**src/rtl/axon_pkg.sv**
```systemverilog
// Shared types for the AXON drain/feed blocks: FSM encoding and default psum width.
package axon_pkg;

  localparam int AXON_DATA_WIDTH = 16;

  typedef enum logic [1:0] {
    ST_IDLE       = 2'd0,
    ST_WAIT_SPACE = 2'd1,
    ST_EJECT      = 2'd2,
    ST_DRAIN      = 2'd3
  } axon_state_e;

endpackage

```
**src/rtl/axon_sync_fifo.sv**
```systemverilog
// Synchronous first-word-fall-through FIFO; head visible the cycle after the first push.
// Push and pop may coincide at any fill level; a pop on empty is ignored.
module axon_sync_fifo #(
  parameter int WIDTH = 17,
  parameter int DEPTH = 16
) (
  input  logic                     clk,
  input  logic                     rst_n,
  input  logic                     push_i,
  input  logic [WIDTH-1:0]         push_dat_i,
  input  logic                     pop_i,
  output logic [WIDTH-1:0]         pop_dat_o,
  output logic                     full_o,
  output logic                     empty_o,
  output logic [$clog2(DEPTH):0]   count_o
);

  localparam int AW = $clog2(DEPTH);

  logic [WIDTH-1:0] mem_q [DEPTH];
  logic [AW-1:0]    wr_ptr_q;
  logic [AW-1:0]    rd_ptr_q;
  logic [AW:0]      count_q;
  logic             do_push;
  logic             do_pop;

  assign empty_o   = (count_q == '0);
  assign full_o    = (count_q == (AW+1)'(DEPTH));
  assign count_o   = count_q;
  assign pop_dat_o = mem_q[rd_ptr_q];

  assign do_pop  = pop_i && !empty_o;
  // A simultaneous pop frees the slot, so a push on full is accepted alongside it.
  assign do_push = push_i && (!full_o || do_pop);

  always_ff @(posedge clk) begin
    if (do_push) begin
      mem_q[wr_ptr_q] <= push_dat_i;
    end
  end

  always_ff @(posedge clk or negedge rst_n) begin
    if (!rst_n) begin
      wr_ptr_q <= '0;
      rd_ptr_q <= '0;
      count_q  <= '0;
    end else begin
      if (do_push) wr_ptr_q <= wr_ptr_q + AW'(1);
      if (do_pop)  rd_ptr_q <= rd_ptr_q + AW'(1);
      case ({do_push, do_pop})
        2'b10:   count_q <= count_q + (AW+1)'(1);
        2'b01:   count_q <= count_q - (AW+1)'(1);
        default: count_q <= count_q;
      endcase
    end
  end

endmodule

```
**src/rtl/axon_output_collector.sv**
```systemverilog
// Ejects one PE output chain and streams its NUM_PE psums (tail PE first, last on PE0); eject 1 cycle after start,
// first word valid 3 cycles after start. Frames wait for FIFO room since the chain cannot stall; m_ready only pops.
module axon_output_collector
  import axon_pkg::*;
#(
  parameter int DATA_WIDTH = AXON_DATA_WIDTH,
  parameter int NUM_PE     = 8,
  parameter int FIFO_DEPTH = 16
) (
  input  logic                  clk,
  input  logic                  rst_n,
  input  logic                  start,
  input  logic [DATA_WIDTH-1:0] chain_in,
  output logic                  output_eject_ctrl,
  output logic [DATA_WIDTH-1:0] m_data,
  output logic                  m_last,
  output logic                  m_valid,
  input  logic                  m_ready,
  output logic                  busy,
  output logic                  done
);

  localparam int CW = $clog2(FIFO_DEPTH) + 1;
  localparam int NW = $clog2(NUM_PE);

  axon_state_e     state_q;
  logic [NW-1:0]   cnt_q;
  logic            eject_q;
  logic            done_q;

  logic            fifo_push;
  logic            fifo_pop;
  logic            fifo_full;
  logic            fifo_empty;
  logic [CW-1:0]   fifo_count;
  logic [DATA_WIDTH:0] fifo_head;
  logic            last_word;
  logic [CW:0]     free_w;
  logic            space_ok;
  logic            unused_fifo_full;

  assign last_word = (cnt_q == NW'(NUM_PE - 1));
  assign fifo_push = (state_q == ST_DRAIN);
  assign fifo_pop  = m_valid && m_ready;

  // Room is judged after this cycle's pop so a draining stream frees space immediately.
  assign free_w   = (CW+1)'(FIFO_DEPTH) - {1'b0, fifo_count} + {{CW{1'b0}}, fifo_pop};
  assign space_ok = (free_w >= (CW+1)'(NUM_PE));

  assign unused_fifo_full = fifo_full;

  axon_sync_fifo #(
    .WIDTH (DATA_WIDTH + 1),
    .DEPTH (FIFO_DEPTH)
  ) u_fifo (
    .clk        (clk),
    .rst_n      (rst_n),
    .push_i     (fifo_push),
    .push_dat_i ({last_word, chain_in}),
    .pop_i      (fifo_pop),
    .pop_dat_o  (fifo_head),
    .full_o     (fifo_full),
    .empty_o    (fifo_empty),
    .count_o    (fifo_count)
  );

  always_ff @(posedge clk or negedge rst_n) begin
    if (!rst_n) begin
      state_q <= ST_IDLE;
      cnt_q   <= '0;
      eject_q <= 1'b0;
      done_q  <= 1'b0;
    end else begin
      eject_q <= 1'b0;
      done_q  <= 1'b0;
      case (state_q)
        ST_IDLE: begin
          if (start) begin
            if (space_ok) begin
              state_q <= ST_EJECT;
              eject_q <= 1'b1;
            end else begin
              state_q <= ST_WAIT_SPACE;
            end
          end
        end
        ST_WAIT_SPACE: begin
          if (space_ok) begin
            state_q <= ST_EJECT;
            eject_q <= 1'b1;
          end
        end
        ST_EJECT: begin
          state_q <= ST_DRAIN;
          cnt_q   <= '0;
        end
        ST_DRAIN: begin
          cnt_q <= cnt_q + NW'(1);
          if (last_word) begin
            state_q <= ST_IDLE;
            cnt_q   <= '0;
            done_q  <= 1'b1;
          end
        end
        default: state_q <= ST_IDLE;
      endcase
    end
  end

  assign output_eject_ctrl = eject_q;
  assign done              = done_q;
  assign busy              = (state_q != ST_IDLE);
  assign m_valid           = !fifo_empty;
  assign m_data            = fifo_empty ? '0   : fifo_head[DATA_WIDTH-1:0];
  assign m_last            = fifo_empty ? 1'b0 : fifo_head[DATA_WIDTH];

endmodule

```
**config.mk**
```make
export PLATFORM = sky130hd
export DESIGN_NAME = axon_output_collector
export DESIGN_NICKNAME = d
export VERILOG_FILES = /design/src/rtl/axon_pkg.sv /design/src/rtl/axon_sync_fifo.sv /design/src/rtl/axon_output_collector.sv
export SDC_FILE = /design/constraint.sdc
export NUM_CORES = 1
export LEC_CHECK = 0
export ABC_AREA = 1
export CAP_MARGIN = 20
export CORE_MARGIN = 5
export CORE_UTILIZATION = 40
export DETAILED_ROUTE_END_ITERATION = 16
export DONT_BUFFER_PORTS = 1
export GPL_TIMING_DRIVEN = 1
export PLACE_DENSITY = 0.58
export SLEW_MARGIN = 0
export SYNTH_ARGS = -nofsm -noshare
export SYNTH_HDL_FRONTEND = slang
export SYNTH_SLANG_ARGS = --single-unit
```
**constraint.sdc**
```tcl
create_clock -name clk -period 3.15 [get_ports clk]
set_input_delay 0.315 -clock clk [delete_from_list [all_inputs] [get_ports clk]]
set_output_delay 0.315 -clock clk [all_outputs]
set_load 0.005 [all_outputs]
```
* After elaboration in Yosys (flattened, before gate mapping)
Memories as Yosys holds them, arrays and structs flattened.
Cells that the tools add are included.
** Word-level totals
- Register bits after elaboration :: 20
- Bits in latches :: 0
- RAM bits :: 272
- Bits in read-only memories :: 0
- Bits of input ports :: 20
- Memories kept :: 1
** Memories
- u_fifo.mem_q :: depth 16, width 17, read ports 1, clocked after memory_dff 0, wr ports 1, line axon_sync_fifo.sv:20 : logic [WIDTH-1:0] mem_q [DEPTH];
** Operators by class
- Add/subtract/negate cells :: 7
- Multipliers :: 0
- Divide/modulo/power cells :: 0
- Magnitude comparators :: 1
- Eq/ne operators :: 10
- Shifts and indexed selects :: 0
- Multiplexer cells :: 17
- Bitwise gates (word level) :: 0
- Reduce and logical (&&, ||, !) cells :: 12
** Operator list (number)
- $mux 16 :: 1
- $pmux 5 s2 :: 1
- $add 4x1->4 const B :: 2
- $mux 2 :: 4
- $pmux 2 s4 :: 1
- $mux 1 :: 7
- $add 6x1->6 :: 1
- $eq 2x2->1 const B :: 3
- $ge 6x4->1 const B :: 1
- $ne 2x2->1 const B :: 3
- $pmux 3 s2 :: 1
- $reduce_bool 2->1 :: 3
- $sub 5x5->6 const A :: 1
- $add 5x1->5 const B :: 1
- $eq 5x5->1 const B :: 1
- $logic_not 5->1 :: 1
- $sub 5x1->5 const B :: 1
- $eq 2x1->1 const B :: 2
- $add 3x1->3 const B :: 1
- $eq 3x3->1 const B :: 1
- $logic_and 1x1->1 :: 3
- $mux 3 :: 1
- $reduce_and 3->1 :: 1
- $logic_not 1->1 :: 2
- 3 further kinds :: 3

* Logic depth before layout (Yosys ltp)
Gate-level depths: netlist of run 1.
- Depth after elaboration :: 8
- Depth in mapped cells :: 15
- Mapped depth without buffers :: 15

* Cells and area by module
Synthesis of run 1 repeated with hierarchy kept, for this count alone.
** Unflattened totals
- Cells, all modules :: 996
- Area total of the unflattened synthesis :: 12182.9 µm²
** Modules (own cells, without submodules)
- axon_sync_fifo :: instances 1, cells each 894, area an instance 11532.3 µm², sequential area each 8493.1 µm²
- axon_output_collector :: instances 1, cells each 102, area an instance 650.6 µm², sequential area each 175.2 µm²

* Worst setup path after synthesis of run 1
Ideal clock, no wire load.
- Path type :: register to register
- Start :: register state_q[0]
- End :: memory u_fifo.mem_q[0][0] (enable)
- Arrival :: 2.065 ns
- Slack :: 0.673 ns
- Stages on the path, launching flop included :: 5
- Buffers on the path :: 1
- Period minus slack after synthesis :: 2.477 ns
- Cell sequence :: dfrtp_1 -> ha_1 -> o21ai_1 -> buf_2 -> nor3_1
** On the way
- Word-level cells in the longest chain between the ends :: 4
** Ends and longest elaborated chain
- from (decl) :: line axon_output_collector.sv:26 : axon_state_e state_q;
- from (signal assigned) :: line axon_output_collector.sv:69 : state_q <= ST_IDLE;
- from (signal assigned) :: line axon_output_collector.sv:80 : state_q <= ST_EJECT;
- from (signal assigned) :: line axon_output_collector.sv:83 : state_q <= ST_WAIT_SPACE;
- $eq 2x2->1 :: line axon_output_collector.sv:43 : assign fifo_push = (state_q == ST_DRAIN);
- $logic_and 1x1->1 :: line axon_sync_fifo.sv:34 : assign do_push = push_i && (!full_o || do_pop);
- $mux 1 :: line axon_sync_fifo.sv:37 : if (do_push) begin
- $mux 1 (not written as such) :: line axon_sync_fifo.sv:38 : mem_q[wr_ptr_q] <= push_dat_i;
- to (decl) :: line axon_sync_fifo.sv:20
No other way between the ends.

* Worst setup path after layout of run 1
- Start :: register u_fifo.rd_ptr_q[0]
- End :: output m_data[13]
** On the way
- Word-level cells in the longest chain between the ends :: 2
** Ends and longest elaborated chain
- from (decl) :: line axon_sync_fifo.sv:22 : logic [AW-1:0] rd_ptr_q;
- from (signal assigned) :: line axon_sync_fifo.sv:49 : if (do_pop) rd_ptr_q <= rd_ptr_q + AW'(1);
- $mem_v2 16x17
- $mux 16 :: line axon_output_collector.sv:114 : assign m_data = fifo_empty ? '0 : fifo_head[DATA_WIDTH-1:0];
- to (decl) :: line axon_output_collector.sv:15 : output logic [DATA_WIDTH-1:0] m_data,
No other way between the ends.

==> results of run 1 <==
[through the flow]
| stage | cell area (um^2) | power (W) |
|---|---|---|
| after floorplan | 12190 | 0.007589 |
| after global placement | 12820 | 0.008747 |
| after detailed placement | 12820 | 0.008797 |
| after CTS | 13900 | 0.01213 |
| after global routing | 13900 | 0.01279 |
| final | 13900 | 0.01198 |
[layout make-up]
cell class,instances,area share [%]
Multi-Input combinational cell,664,22.90
Inverter,34,0.9361
Clock buffer,37,5.743
Clock inverter,16,0.6661
Tap cell,396,3.564
Timing Repair Buffer,59,3.798
Sequential cell,292,62.39
[cell families after synthesis]
kind of cell / synth area share (%)
compound gates: 5.654
fa+ha+maj: 2.011
xor+xnor: 0.5746
flops: 71.09
buf+inv: 3.417
simple gates: 17.26
[placed cells by master, fill, tap and decap left out, types with 4 or more instances in the layout]
cell type / count
buf_4: 37
a21boi_0: 6
o21ai_0: 8
nand2_1: 382
o211ai_1: 17
clkinv_1: 11
clkinv_2: 5
ha_1: 18
nor3_2: 12
nor2_2: 4
nor3_1: 17
dfrtp_1: 18
clkbuf_16: 31
nand3_1: 76
a21boi_1: 11
xor2_1: 6
dlygate4sd3_1: 19
clkbuf_1: 6
inv_1: 29
nor2_1: 22
edfxtp_1: 272
a21oi_1: 74
[how the worst max path moves through the flow]
stage	from	to	slack [ps]
finish	u_fifo.rd_ptr_q[0]$_DFFE_PN0P_	m_data[13]	310
global route	u_fifo.rd_ptr_q[0]$_DFFE_PN0P_	m_last	130
CTS	u_fifo.rd_ptr_q[0]$_DFFE_PN0P_	m_last	260
detailed placement	state_q[0]$_DFFE_PN0P_	u_fifo.mem_q[7][9]$_DFFE_PP_	860
global placement	u_fifo.rd_ptr_q[0]$_DFFE_PN0P_	m_last	890
floorplan	state_q[0]$_DFFE_PN0P_	u_fifo.mem_q[0][0]$_DFFE_PP_	670
[power breakdown]
group          total [W]  switching, W  internal, W
logic            0.00403       0.00281      0.00122
clock network    0.00324       0.00139      0.00185
registers        0.00471      0.000230      0.00448
[routing by layer]
layer  vias up  GRT usage (%)
li1       3688              -
met3        44          2.881
met5         -              0
met4         0          4.525
met1      3767          23.23
met2       178          28.37
[state kept, by name (all words and copies together), names as in the netlist]
register,count
cnt_q,3
u_fifo.rd_ptr_q,4
done,1
state_q,2
u_fifo.count_o,5
u_fifo.wr_ptr_q,4
u_fifo.mem_q,272
output_eject_ctrl,1
[timing repair]
action / CTS / global route
gates resized for setup: 0 / 0
hold endpoints to repair: 278 / 0
hold buffers: 19 / 0
[worst max-delay path: stages, from the launching register on]
cell and delay, ps:
dfrtp_4 640, inv_4 290, buf_12 290, nand2_1 80
nand3_1 80, nand3_1 90, o211ai_1 100, nand2_1 70
nor2_1 300
==> flow_summary.yaml, run 1 <==
status:
  status: "complete, no violations"
routing:
  wl_met3_um: 1535
  firstDrtPassIters: 7
  wl_met2_um: 13980
  drc: 0
  vias: 7677
  met1Wirelength_um: 12880
  dr.max_layer_used: "met4"
  drt_iter0_markers: 648
  wl_um: 29160
  avgViaCountPerCell: 5.125
  post_drt_wl_per_cell_um: 19.47
  antenna_left: 0
global_route:
  antenna_found_initial: 0
  gr-total-overflow: 0
  grt_max_degree: 70
  grt_pass1_vias: 7573
  grt_pass1_wl_um: 44690
  track_usage_pct: 17.00
worst_hold_path:
  hp-start: "start"
  whs_path_depth: 5
  min_to: "state_q[0]$_DFFE_PN0P_"
  hold_path_class: "input port to register"
cts:
  cts_root_buf: "clkbuf_16"
  cts_buffers: 30
  cts_setup_buffers: 0
  path_clk_slew_ps: 60
  cts_sinks: 292
  cts_tree: "built"
  cts_buffer_depth: 3
  htree_num_levels: 1
  insertion_delay_ps: 540
finish:
  nets: 1120
  antenna_cells: 0
  fin_util_pct: 45.80
  seq_area_mm2: 0.008673
  layoutNonFillerInstCount: 1498
  synthToLayoutAreaGrowth_pct: 14.00
  drive_gt1_share_pct: 9.437
  multi_input_area_mm2: 0.003183
  nFillCells: 2718
placed_design:
  globalplace.congestion: 0.7813
  post-place-ws_ps: 859.7
  placedCellCount: 1426
  io_buffers: 0
  dpl.hpwl_um: 17470
logic_synthesis:
  ys_seq_elements: 292
  async_flop_share_pct: 6.849
  syn_nets: 1082
  synth_edf_count: 272
  synth_seq_area_share_pct: 71.09
  synth_top_area_share_pct: 66.98
  synth_cell_types: 30
  synth_most_common_cell: "nand2_1"
  syn-cell-area_mm2: 0.01219
  yosysWarnings: 0
  postSynthCellCount: 1043
  synth_common_cells: "nand2_1, edfxtp_1, nand3_1"
  synth_area_leaders: "edfxtp_1, nand2_1, dfrtp_1"
  synth.largest_area_cell: "edfxtp_1"
  avgSynthCellArea_um2: 11.69
  ys.flop_type: "edfxtp_1"
timing:
  fin_worst_skew_ps: 5.853
  fmax_mhz: 352.6
  timing.hold.ws_ps: 98.21
  slew_viol_final: 0
  finalHoldViolCount: 0
  fin_crit_sh_pct: 90.04
  rsz0062_at_grt: "false"
  tns_ps: 0
  fin_crit_ps: 2836
  worstMarginPinSlew_ps: 956.9
  finalSetupViolCount: 0
  worst_slack_ps: 313.8
  max-slew-margin-rel_pct: 36.00
floorplan:
  ios: 41
  initial_utilization_pct: 40.18
  die_area_mm2: 0.03408
  fp.dieW_um: 184.6
  rows: 64
  core_area_mm2: 0.03035
  die_y_um: 184.6
pwr:
  ir_drop_mv: 0.4944
  leakagePower_nw: 5.185
  pwr_density_cell_mw_per_mm2: 861.5
worst_setup_path:
  r2r-end: "u_fifo.mem_q[7][7]$_DFFE_PP_"
  rrSetupSlack_ps: 900
  worstSetupPathType: "register to output port"
  crit_required_ps: 2830
  critPathMaxFanout: 52
  crit_path_end_kind: "output port"
  cp.arrival_ps: 2520
  cp-start-kind: "register"
  reg2regPathDepth: 7
  reg2reg_from: "state_q[0]$_DFFE_PN0P_"
run:
  cap_violations: 0
No activity file was read; power rests on OpenSTA's default activity.
==> inputs of run 2 (changes only) <==
Settings changed: CORE_UTILIZATION 40 to 45, PLACE_DENSITY 0.58 to 0.64.
==> flow_summary.yaml, run 2 (synthesis gave the netlist of run 1 again) <==
placed_design:
  globalplace.congestion: 0.8001
  io_buffers: 0
  place_area_mm2: 0.01278
  dpl.hpwl_um: 16940
routing:
  drt_iter0_markers: 724
  firstDrtPassIters: 5
  wl_um: 29110
  vias: 7904
  drc: 0
  avgViaCountPerCell: 5.470
  antenna_left: 0
  post_drt_wl_per_cell_um: 20.15
timing:
  fin_crit_ps: 2787
  tns_ps: 0
  max-slew-margin-rel_pct: 39.79
  fin_crit_sh_pct: 88.46
  slew_viol_final: 0
  fmax_mhz: 358.9
  worstMarginPinSlew_ps: 900.2
  finalHoldViolCount: 0
  fin_worst_skew_ps: 11.06
  rsz0062_at_grt: "false"
  finalSetupViolCount: 0
global_route:
  track_usage_pct: 18.94
  grt_max_degree: 80
  grt_pass1_wl_um: 45080
  grt_pass1_vias: 7884
  antenna_found_initial: 0
  gr-total-overflow: 0
finish:
  nets: 1121
  top_register: "u_fifo.mem_q"
  final_area_mm2: 0.01405
  drive_gt1_share_pct: 10.05
  final_common_cell: "nand2_1"
  largest_reg_flops: 272
  synthToLayoutAreaGrowth_pct: 15.21
  final_cell_mix: "nand2_1, edfxtp_1, nand3_1"
  antenna_cells: 0
worst_hold_path:
  hold_path_class: "input port to register"
  whs_path_depth: 5
worst_setup_path:
  max_stage_delay_ps: 660
  reg2regPathDepth: 13
  crit_path_end_kind: "output port"
  cp.arrival_ps: 2470
  cp-start-kind: "register"
  critPathMaxFanout: 36
  critPathSlowestCell: "dfrtp_2"
  rrSetupSlack_ps: 960
  worstSetupPathType: "register to output port"
  crit_required_ps: 2830
  crit_path_cell_trace: "buf_4, nand3_1, nand2_1, a21oi_1, nor3_1, nor2_1"
floorplan:
  core_area_mm2: 0.02680
  die_area_mm2: 0.03049
  rows: 60
  initial_utilization_pct: 45.50
  ios: 41
  fp.dieW_um: 174.6
  die_y_um: 174.6
cts:
  cts_setup_buffers: 0
  cts_resized: 0
  path_clk_slew_ps: 60
  cts_tree: "built"
  cts_root_buf: "clkbuf_16"
  insertion_delay_ps: 550
  ctsHoldBuffers: 19
  cts_buffers: 30
  htree_num_levels: 1
  cts_sinks: 292
  cts_buffer_depth: 3
status:
  status: "complete, no violations"
run:
  cap_violations: 0
pwr:
  leakagePower_nw: 5.277
  ir_drop_mv: 0.5962
  pwr_density_cell_mw_per_mm2: 894.1
==> run 2: cell count changes in the layout (fill, tap and decap cells not counted), sizes merged <==
cell,change
clkinv,-10
bufinv,+6
clkbuf,+3
clkinvlp,+2
buf,+1
==> run 2: power breakdown <==
group | switching (W) | total (W) | internal (W)
registers | 0.000224 | 0.00470 | 0.00448
clock network | 0.00140 | 0.00381 | 0.00241
logic | 0.00283 | 0.00405 | 0.00123
==> run 2: final timing paths <==
kind | start | endpoint
worst min register to register | cnt_q[1]$_DFFE_PN0P_ | cnt_q[1]$_DFFE_PN0P_
max in group asynchronous | rst_n | u_fifo.rd_ptr_q[0]$_DFFE_PN0P_
worst max-delay path | u_fifo.rd_ptr_q[1]$_DFFE_PN0P_ | m_last
min in group asynchronous | rst_n | cnt_q[2]$_DFFE_PN0P_
worst min-delay path | start | state_q[0]$_DFFE_PN0P_
worst max register to register | u_fifo.count_o[1]$_DFFE_PN0P_ | u_fifo.count_o[4]$_DFFE_PN0P_
==> run 2: critical path: cells and delay by family (launching register included) <==
family / cells / cell delay, ps
flip-flops: 1 / 660
AO/OA/AOI/OAI: 1 / 50
AND/OR/NAND/NOR: 4 / 670
buffers and inverters: 1 / 530
==> run 2: through the flow <==
step                utilization, %  hold WS (ps)  power [W]  setup WS [ps]  std cells
floorplan                        -         19.41   0.007589          672.5       1043
global placement             47.70         21.09   0.008698          952.7       1372
detailed placement           47.70         20.94   0.008757          950.8       1372
CTS                          52.42         84.12    0.01265          340.8       1445
global route                 52.42         113.6    0.01332          193.3       1445
finish                       52.42         114.0    0.01256          363.4       1445
==> run 2: routing by layer <==
metal  part of all wire, %  GRT usage [%]  vias to the layer above
met3                   6.5          2.834                       67
met4                   3.8          7.169                        0
met5                     0              0                        -
met1                    43          26.18                     3865
li1                      -              -                     3690
met2                    47          30.65                      282
==> run 2: layout make-up <==
type                            count  area (um^2)
Fill cell                        2251        12750
Sequential cell                   292         8673
Multi-Input combinational cell    664         3183
Clock buffer                       40        829.5
Timing Repair Buffer               60        560.5
Tap cell                          341        426.7
Clock inverter                     14        245.2
Inverter                           34        130.1
